===== src/rtl/alu_pkg.sv =====
// Shared definitions for the Y-86 execute-stage arithmetic units.
// Holds the opcode encoding, the default datapath sizes and the
// serial adder/subtractor FSM state encoding.
package alu_pkg;

  localparam logic OP_ADD = 1'b0;
  localparam logic OP_SUB = 1'b1;

  localparam int unsigned ADD_WIDTH = 64;
  localparam int unsigned ADD_CHUNK = 16;

  typedef enum logic [1:0] {
    StIdle = 2'd0,
    StCalc = 2'd1,
    StDone = 2'd2
  } alu_state_e;

endpackage


===== src/rtl/add_slice.sv =====
// Combinational CHUNK-wide ripple slice used by the serial adder.
// Ports:
//   a, b  - slice operands
//   cin   - carry into bit 0
//   sum   - slice sum
//   cout  - carry out of the slice MSB
module add_slice #(
  parameter int unsigned CHUNK = 16
) (
  input  logic [CHUNK-1:0] a,
  input  logic [CHUNK-1:0] b,
  input  logic             cin,
  output logic [CHUNK-1:0] sum,
  output logic             cout
);

  assign {cout, sum} = {1'b0, a} + {1'b0, b} + {{CHUNK{1'b0}}, cin};

endmodule


===== src/rtl/add_sub_serial64.sv =====
// Multi-cycle adder/subtractor for the Y-86 execute stage.
// One CHUNK-wide slice is computed per cycle through a single add_slice,
// with the inter-slice carry held in a register. Result, overflow and the
// ZF/SF/OF condition-code register are all registered.
// Ports:
//   clk, rst_n           - clock, asynchronous active-low reset
//   in_valid / in_ready  - operand handshake (a, b, op, set_cc)
//   out_valid / out_ready- result handshake (result, overflow)
//   zf, sf, of           - condition-code register outputs
module add_sub_serial64
  import alu_pkg::*;
#(
  parameter int unsigned WIDTH = ADD_WIDTH,
  parameter int unsigned CHUNK = ADD_CHUNK
) (
  input  logic             clk,
  input  logic             rst_n,
  input  logic             in_valid,
  output logic             in_ready,
  input  logic [WIDTH-1:0] a,
  input  logic [WIDTH-1:0] b,
  input  logic             op,
  input  logic             set_cc,
  output logic             out_valid,
  input  logic             out_ready,
  output logic [WIDTH-1:0] result,
  output logic             overflow,
  output logic             zf,
  output logic             sf,
  output logic             of
);

  localparam int unsigned NCHUNK = WIDTH / CHUNK;
  localparam int unsigned CntW   = (NCHUNK > 1) ? $clog2(NCHUNK) : 1;

  alu_state_e       state_q, state_d;
  logic [WIDTH-1:0] a_q, a_d;
  logic [WIDTH-1:0] b_q, b_d;  // b, or ~b for subtract
  logic             carry_q, carry_d;
  logic [CntW-1:0]  cnt_q, cnt_d;
  logic             set_cc_q, set_cc_d;
  logic [WIDTH-1:0] result_q, result_d;
  logic             overflow_q, overflow_d;
  logic             in_ready_q, in_ready_d;
  logic             out_valid_q, out_valid_d;
  logic             zf_q, zf_d, sf_q, sf_d, of_q, of_d;

  logic [CHUNK-1:0] slice_a, slice_b, slice_sum;
  logic             slice_cout;
  int unsigned      slice_lsb;

  assign slice_lsb = int'(cnt_q) * CHUNK;
  assign slice_a   = a_q[slice_lsb +: CHUNK];
  assign slice_b   = b_q[slice_lsb +: CHUNK];

  add_slice #(
    .CHUNK (CHUNK)
  ) u_add_slice (
    .a    (slice_a),
    .b    (slice_b),
    .cin  (carry_q),
    .sum  (slice_sum),
    .cout (slice_cout)
  );

  always_comb begin
    state_d     = state_q;
    a_d         = a_q;
    b_d         = b_q;
    carry_d     = carry_q;
    cnt_d       = cnt_q;
    set_cc_d    = set_cc_q;
    result_d    = result_q;
    overflow_d  = overflow_q;
    in_ready_d  = in_ready_q;
    out_valid_d = out_valid_q;
    zf_d        = zf_q;
    sf_d        = sf_q;
    of_d        = of_q;

    unique case (state_q)
      StIdle: begin
        if (in_valid) begin
          a_d        = a;
          b_d        = (op == OP_SUB) ? ~b : b;
          carry_d    = op;  // +1 completes the two's-complement negate
          cnt_d      = '0;
          set_cc_d   = set_cc;
          in_ready_d = 1'b0;
          state_d    = StCalc;
        end
      end
      StCalc: begin
        result_d[slice_lsb +: CHUNK] = slice_sum;
        carry_d = slice_cout;
        cnt_d   = cnt_q + CntW'(1);
        if (cnt_q == CntW'(NCHUNK - 1)) begin
          // Carry out of the MSB is dropped; overflow uses the stored b'.
          overflow_d  = (a_q[WIDTH-1] == b_q[WIDTH-1]) &&
                        (result_d[WIDTH-1] != a_q[WIDTH-1]);
          out_valid_d = 1'b1;
          state_d     = StDone;
          if (set_cc_q) begin
            zf_d = (result_d == '0);
            sf_d = result_d[WIDTH-1];
            of_d = overflow_d;
          end
        end
      end
      StDone: begin
        if (out_ready) begin
          out_valid_d = 1'b0;
          in_ready_d  = 1'b1;
          state_d     = StIdle;
        end
      end
      default: begin
        state_d     = StIdle;
        in_ready_d  = 1'b1;
        out_valid_d = 1'b0;
      end
    endcase
  end

  always_ff @(posedge clk or negedge rst_n) begin
    if (!rst_n) begin
      state_q     <= StIdle;
      a_q         <= '0;
      b_q         <= '0;
      carry_q     <= 1'b0;
      cnt_q       <= '0;
      set_cc_q    <= 1'b0;
      result_q    <= '0;
      overflow_q  <= 1'b0;
      in_ready_q  <= 1'b1;
      out_valid_q <= 1'b0;
      zf_q        <= 1'b1;
      sf_q        <= 1'b0;
      of_q        <= 1'b0;
    end else begin
      state_q     <= state_d;
      a_q         <= a_d;
      b_q         <= b_d;
      carry_q     <= carry_d;
      cnt_q       <= cnt_d;
      set_cc_q    <= set_cc_d;
      result_q    <= result_d;
      overflow_q  <= overflow_d;
      in_ready_q  <= in_ready_d;
      out_valid_q <= out_valid_d;
      zf_q        <= zf_d;
      sf_q        <= sf_d;
      of_q        <= of_d;
    end
  end

  assign in_ready  = in_ready_q;
  assign out_valid = out_valid_q;
  assign result    = result_q;
  assign overflow  = overflow_q;
  assign zf        = zf_q;
  assign sf        = sf_q;
  assign of        = of_q;

endmodule

===== config.mk =====
export PLATFORM = sky130hd
export DESIGN_NAME = add_sub_serial64
export DESIGN_NICKNAME = d
export VERILOG_FILES = /design/src/rtl/alu_pkg.sv /design/src/rtl/add_slice.sv /design/src/rtl/add_sub_serial64.sv
export SDC_FILE = /design/constraint.sdc
export NUM_CORES = 1
export LEC_CHECK = 0
export CORE_MARGIN = 5
export CORE_UTILIZATION = 52
export DETAILED_ROUTE_END_ITERATION = 10
export MAX_ROUTING_LAYER = met4
export PLACE_DENSITY = 0.83
export REMOVE_ABC_BUFFERS = 1
export SLEW_MARGIN = 15
export SYNTH_ARGS = -nofsm -noshare
export SYNTH_HDL_FRONTEND = slang
export SYNTH_SLANG_ARGS = --single-unit

===== constraint.sdc =====
create_clock -name clk -period 5.2 [get_ports clk]
set_clock_uncertainty 0.05 [all_clocks]
set_input_delay 1.04 -clock clk [delete_from_list [all_inputs] [get_ports clk]]
set_output_delay 1.04 -clock clk [all_outputs]
set_load 0.03 [all_outputs]

======== Yosys cells after proc, flatten, opt, wreduce, memory -nomap -nowiden ========
Index checks and enable logic that the tools add are counted.
word-level totals
  bits in registers ....................... 204
  input bits .............................. 134
  output and inout bits ................... 70
  word-level logic and storage cells ...... 59
cells by class
  add/sub/neg operators ................... 4
  equal/unequal tests ..................... 8
  shift operators ......................... 4
  muxes and demuxes ....................... 16
  bitwise operators ....................... 3
  reductions and logical operators ........ 11
operators by type and width
  kind                        count
  $shiftx A64 B7 Y16          2
  $bwmux W64                  1
  $logic_not A64 Y1           1
  $mux W64                    1
  $not A64 Y64                1
  $shift A16 B34 Y64 const A  1
  $shiftx A16 B34 Y64         1
  $neg A6 Y34                 1
  $add A16 B16 Y17            1
  $add A17 B1 Y17             1
  $reduce_and A3 Y1           4
  $mux W2                     4
  $ne A2 B2 Y1 const B        3
  $pmux W1 S3                 2
  $pmux W2 S3                 1
  $reduce_and A2 Y1           3
  $mux W1                     5
  $eq A2 B2 Y1 const B        2
  $pmux W2 S2                 1
  $add A2 B1 Y2 const B       1
  $eq A2 B1 Y1 const B        1
  $logic_not A2 Y1            1
  $not A1 Y1                  2
  $pmux W1 S2                 1
  other kinds (4)             4

======== Longest topological paths before layout ========
  depth after elaboration ................. 7
  gate-level depth with buffers ........... 14
  mapped depth without buffers ............ 12

======== Cells and area by module ========
Synthesis repeated with hierarchy kept, for this count alone.
unflattened totals
  cell total of the unflattened synthesis .. 973
  area, all modules ....................... 10005.8 µm²
by module, submodules not included
  module            instances  cells an instance  area an instance (µm²)  seq. area each (µm²)
  add_sub_serial64  1          867                9190.1                  5107.4
  add_slice         1          106                815.8                   0.0

======== Worst setup path before layout ========
Ideal clock, no wire load.
  path type ............................... reg2reg
  from .................................... register cnt_q[0]
  to ...................................... register zf_q (netlist: zf)
  library setup time ...................... 0.086 ns
  data arrival time ....................... 4.067 ns
  required time ........................... 5.064 ns
  slack ................................... 0.997 ns
  cell stages (with the launch flop) ...... 15
  buffers on the path ..................... 2
  clock period less this slack ............ 4.203 ns
  cell sequence ........................... dfrtp_1 buf_1 buf_1 mux4_2 fa_1 inv_1 fa_1 nand2b_1 a211oi_2 o211a_1 a311oi_1 nand3_1 o22ai_1 o21ai_1 o31ai_2
on the way
  cells in the longest elaborated chain, start to end .. 6
  elaborated cells on any way between the ends .. 11
  classes of those cells .................. add/sub: 3; eq/ne: 1; shift: 4; mux: 1; reduce/logical: 2
ends and longest elaborated chain
  what                                          line                                            text
  start, declared                               add_sub_serial64.sv:40                          logic [CntW-1:0] cnt_q, cnt_d;
  start signal, assigned                        add_sub_serial64.sv:145                         cnt_q <= cnt_d;
  $shiftx A64 B7 Y16, on equally long branches  add_sub_serial64.sv:53, add_sub_serial64.sv:54
  $add A16 B16 Y17                              add_slice.sv:17                                 assign {cout, sum} = {1'b0, a} + {1'b0, b} + {{CHUNK{1'b0}}, cin};
  $add A17 B1 Y17                               add_slice.sv:17
  $shiftx A16 B34 Y64                           add_sub_serial64.sv:94                          result_d[slice_lsb +: CHUNK] = slice_sum;
  $bwmux W64                                    add_sub_serial64.sv:94
  $logic_not A64 Y1                             add_sub_serial64.sv:104                         zf_d = (result_d == '0);
  end signal, assigned                          add_sub_serial64.sv:151                         zf_q <= zf_d;
  end, declared                                 add_sub_serial64.sv:46                          logic zf_q, zf_d, sf_q, sf_d, of_q, of_d;
Several ways; a longest one is shown, not always the timed one.
A chain may end at the register's enable or synchronous reset.

======== Final worst setup path ========
Ends and elaborated chain as after synthesis.

==> impl_metrics.tcl <==
set metrics [dict create \
    fp.dieW_um 150 \
    p_leak_uw 0.00584 \
    area.growth.synth_to_final_pct 28.3 \
    synth_top_area_share_pct 49.4 \
    ir_drop_uv 545 \
    cts_hold_buf 0 \
    critPathArrivalTime_ns 4.67 \
    worstMarginPinSlew_ns 1.04 \
    slowest_delay_ns 0.88 \
    wire_per_inst_um 18.4 \
    diodes 0 \
    hold_path_class "reg2reg" \
    synth_ff_type "dfrtp_1" \
    drt-total-wl_um 27300 \
    cts_resized 0 \
    maxSlewViolCount 0 \
    slew-limit-headroom_pct 30.5 \
    antenna_left 0 \
    timing.critical_path.buf_inv 1 \
    hold_violations 0 \
    netlist-cell-type-count 66 \
    synth_top_cell_by_area "dfrtp_1" \
    io_buffers 203 \
    worstPathRequired_ns 5.58 \
    row_count 51 \
    path_max_fanout 22 \
    clock_latency_ns 0.51 \
    io_pins 204 \
    yosys-top-cells-count "nand2_1, dfrtp_1, o21ai_0, xnor2_1, clkbuf_1" \
    numCtsBuffers 21 \
    cell_internal_pwr_uw 5520 \
    h-tree-depth 1 \
    synth_edf_count 0 \
    switching_share_pct 47.2 \
    ys_ff_latch 204 \
    timing.critical_path.mode_cell "fa_1" \
    max_freq_mhz 233 \
    synth_most_common_cell "nand2_1" \
    grt_pass1_vias 8561 \
    crit_slowest_cell "dfrtp_2" \
    initial_utilization_pct 52.7 \
    seq_power_share_pct 27.6 \
    gp_congestion 0.897 \
    grt_busiest_layer "met2" \
    cts_buffer_depth 3 \
    rsz0062_at_grt "no" \
    maxCapViolCount 0 \
    p_sw_uw 4930 \
    r2r-start "cnt_q[0]$_DFFE_PN0P_" \
    drive_gt1_share_pct 8.35 \
    crit_start "cnt_q[0]$_DFFE_PN0P_" \
    core_area_mm2 0.0194 \
    p_per_area_mw_per_mm2 796 \
    grt-ovfl-total 0 \
    setup_slack_ns 0.903 \
    async_flop_share_pct 100 \
    met2_usage_pct 40.7 \
    globalRouteMet3Util_pct 4.06 \
    drt_drc_violations_left 0 \
    path_cells "mux4_2 -> fa_1 -> inv_1 -> fa_1 -> nand2b_1 -> a211oi_2 -> o211a_1 -> a311oi_1 -> nand3_1 -> o22ai_1 -> o21ai_1 -> o31ai_2" \
    fin_crit_sh_pct 82.6 \
    clkPwrFrac_pct 14.2 \
    root_buffer "clkbuf_16" \
    tritoncts "yes" \
    fin_crit_ns 4.30 \
    drt_iter0_markers 640 \
    vias 8324 \
    end_kind "flip-flop" \
    numClockSinks 204 \
    status "finished clean" \
    num-nets-final 1365 \
    syn_inst 1030 \
    use_met1_pct 34.0 \
    die_area_mm2 0.0226 \
    post-cts-setup-buffers 0 \
    synth_area_mm2 0.0102 \
    comb_power_share_pct 58.1 \
    final.setup.tns_ns 0 \
    path_class "reg2reg" \
    n_fill_cell 1441 \
    synthTopCellsByArea "dfrtp_1, nand2_1, mux4_2" \
    first_pass_iters 5 \
    antenna_found_initial 0 \
    finalSetupViolations 0 \
    dp_hpwl_um 19800 \
    grt_max_degree 115 \
    design_area_mm2 0.0131 \
    die_y_um 150 \
    placed_cell_area_mm2 0.0124 \
    clk_pin_slew_ns 0.07 \
    viasPerCell 5.60 \
    synth.yosys.warnings 0 \
    synth_seq_area_share_pct 49.9 \
    syn_area_per_cell_um2 9.93 \
    grt_use_total_pct 25.3 \
    place_ws_ns 0.947 \
    cp-start-kind "flip-flop" \
    hp-start "a_q[24]$_DFFE_PN0P_" \
    crit_family "compound AO/OA/AOI/OAI gates" \
    grt_pass1_wl_um 44500 \
]
==> cell families after synthesis <==
family / count (synthesis) / synth area share (%)
simple gates: 414 / 16.7
compound gates: 205 / 13.4
flops: 204 / 49.9
buf+inv: 75 / 3.29
xor+xnor: 72 / 6.17
mux: 37 / 7.55
fa+ha+maj: 23 / 2.96
==> layout by cell type, fill, tap and decap left out, types with 16 or more instances in the layout <==
cell type / count
nor2_1: 35
mux4_2: 32
dfrtp_1: 200
ha_1: 21
xnor2_1: 69
a22o_1: 36
nand2_1: 316
clkbuf_16: 21
clkdlybuf4s50_1: 201
inv_1: 16
o21ai_0: 103
==> registers in the layout (all words and copies together) (netlist names), 2 cells and up <==
signal,count
a_q,64
b_q,64
cnt_q,2
result,64
state_q,2
==> path summary, 6_finish.rpt <==
path	endpoint	slack, ns	cells past startpoint
worst max register to register	zf$_DFFE_PN1P_	0.90	12
worst max-delay path	zf$_DFFE_PN1P_	0.90	12
worst min-delay path	a_q[24]$_DFFE_PN0P_	0.42	2
min in group asynchronous	result[3]$_DFFE_PN0P_	0.60	1
worst min register to register	a_q[24]$_DFFE_PN0P_	0.42	2
max in group asynchronous	a_q[5]$_DFFE_PN0P_	3.47	2
==> layer usage <==
metal	part of all wire (%)	routed length, um
met1	42	11400
met2	48	13100
met3	7.9	2170
met4	2.6	703
met5	0	0
==> power groups by stage <==
stage	clock network (uW)	registers (uW)	logic, uW
2_1_floorplan	0	3130	3530
3_3_place_gp	0	2870	5840
3_5_place_dp	0	2900	5960
4_1_cts	1510	2880	6020
5_1_grt	1570	2970	6610
6_report	1490	2890	6070
==> per-stage QoR <==
| step | hold slack, ns | std cells | utilization, % | total power, uW |
|---|---|---|---|---|
| 3_3_place_gp | 0.404 | 1450 | 64.1 | 8700 |
| 5_1_grt | 0.448 | 1487 | 67.6 | 11200 |
| 2_1_floorplan | 0.390 | 971 | - | 6660 |
| 6_report | 0.421 | 1487 | 67.6 | 10400 |
| 3_5_place_dp | 0.410 | 1450 | 64.1 | 8860 |
| 4_1_cts | 0.425 | 1487 | 67.6 | 10400 |
==> worst reg2reg max path, cell delays in order, from the launching register on <==
cell and delay (ns):
dfrtp_2 0.88, mux4_2 0.62, fa_1 0.45, inv_1 0.09, fa_1 0.20, nand2b_1 0.16
a211oi_2 0.12, o211a_1 0.25, a311oi_1 0.68, nand3_1 0.21, o22ai_1 0.17, o21ai_1 0.11
o31ai_2 0.25
==> area by class of cell <==
type,instances,area (um2),share of cell area (%)
clock buffer,33,661,5.03
inverter,16,60.1,0.458
sequential,204,5110,38.9
tap,265,332,2.53
multi-input combinational,751,4790,36.5
clock inverter,4,23.8,0.181
timing repair buffer,214,2140,16.3
(Power assumes the default switching activity.)
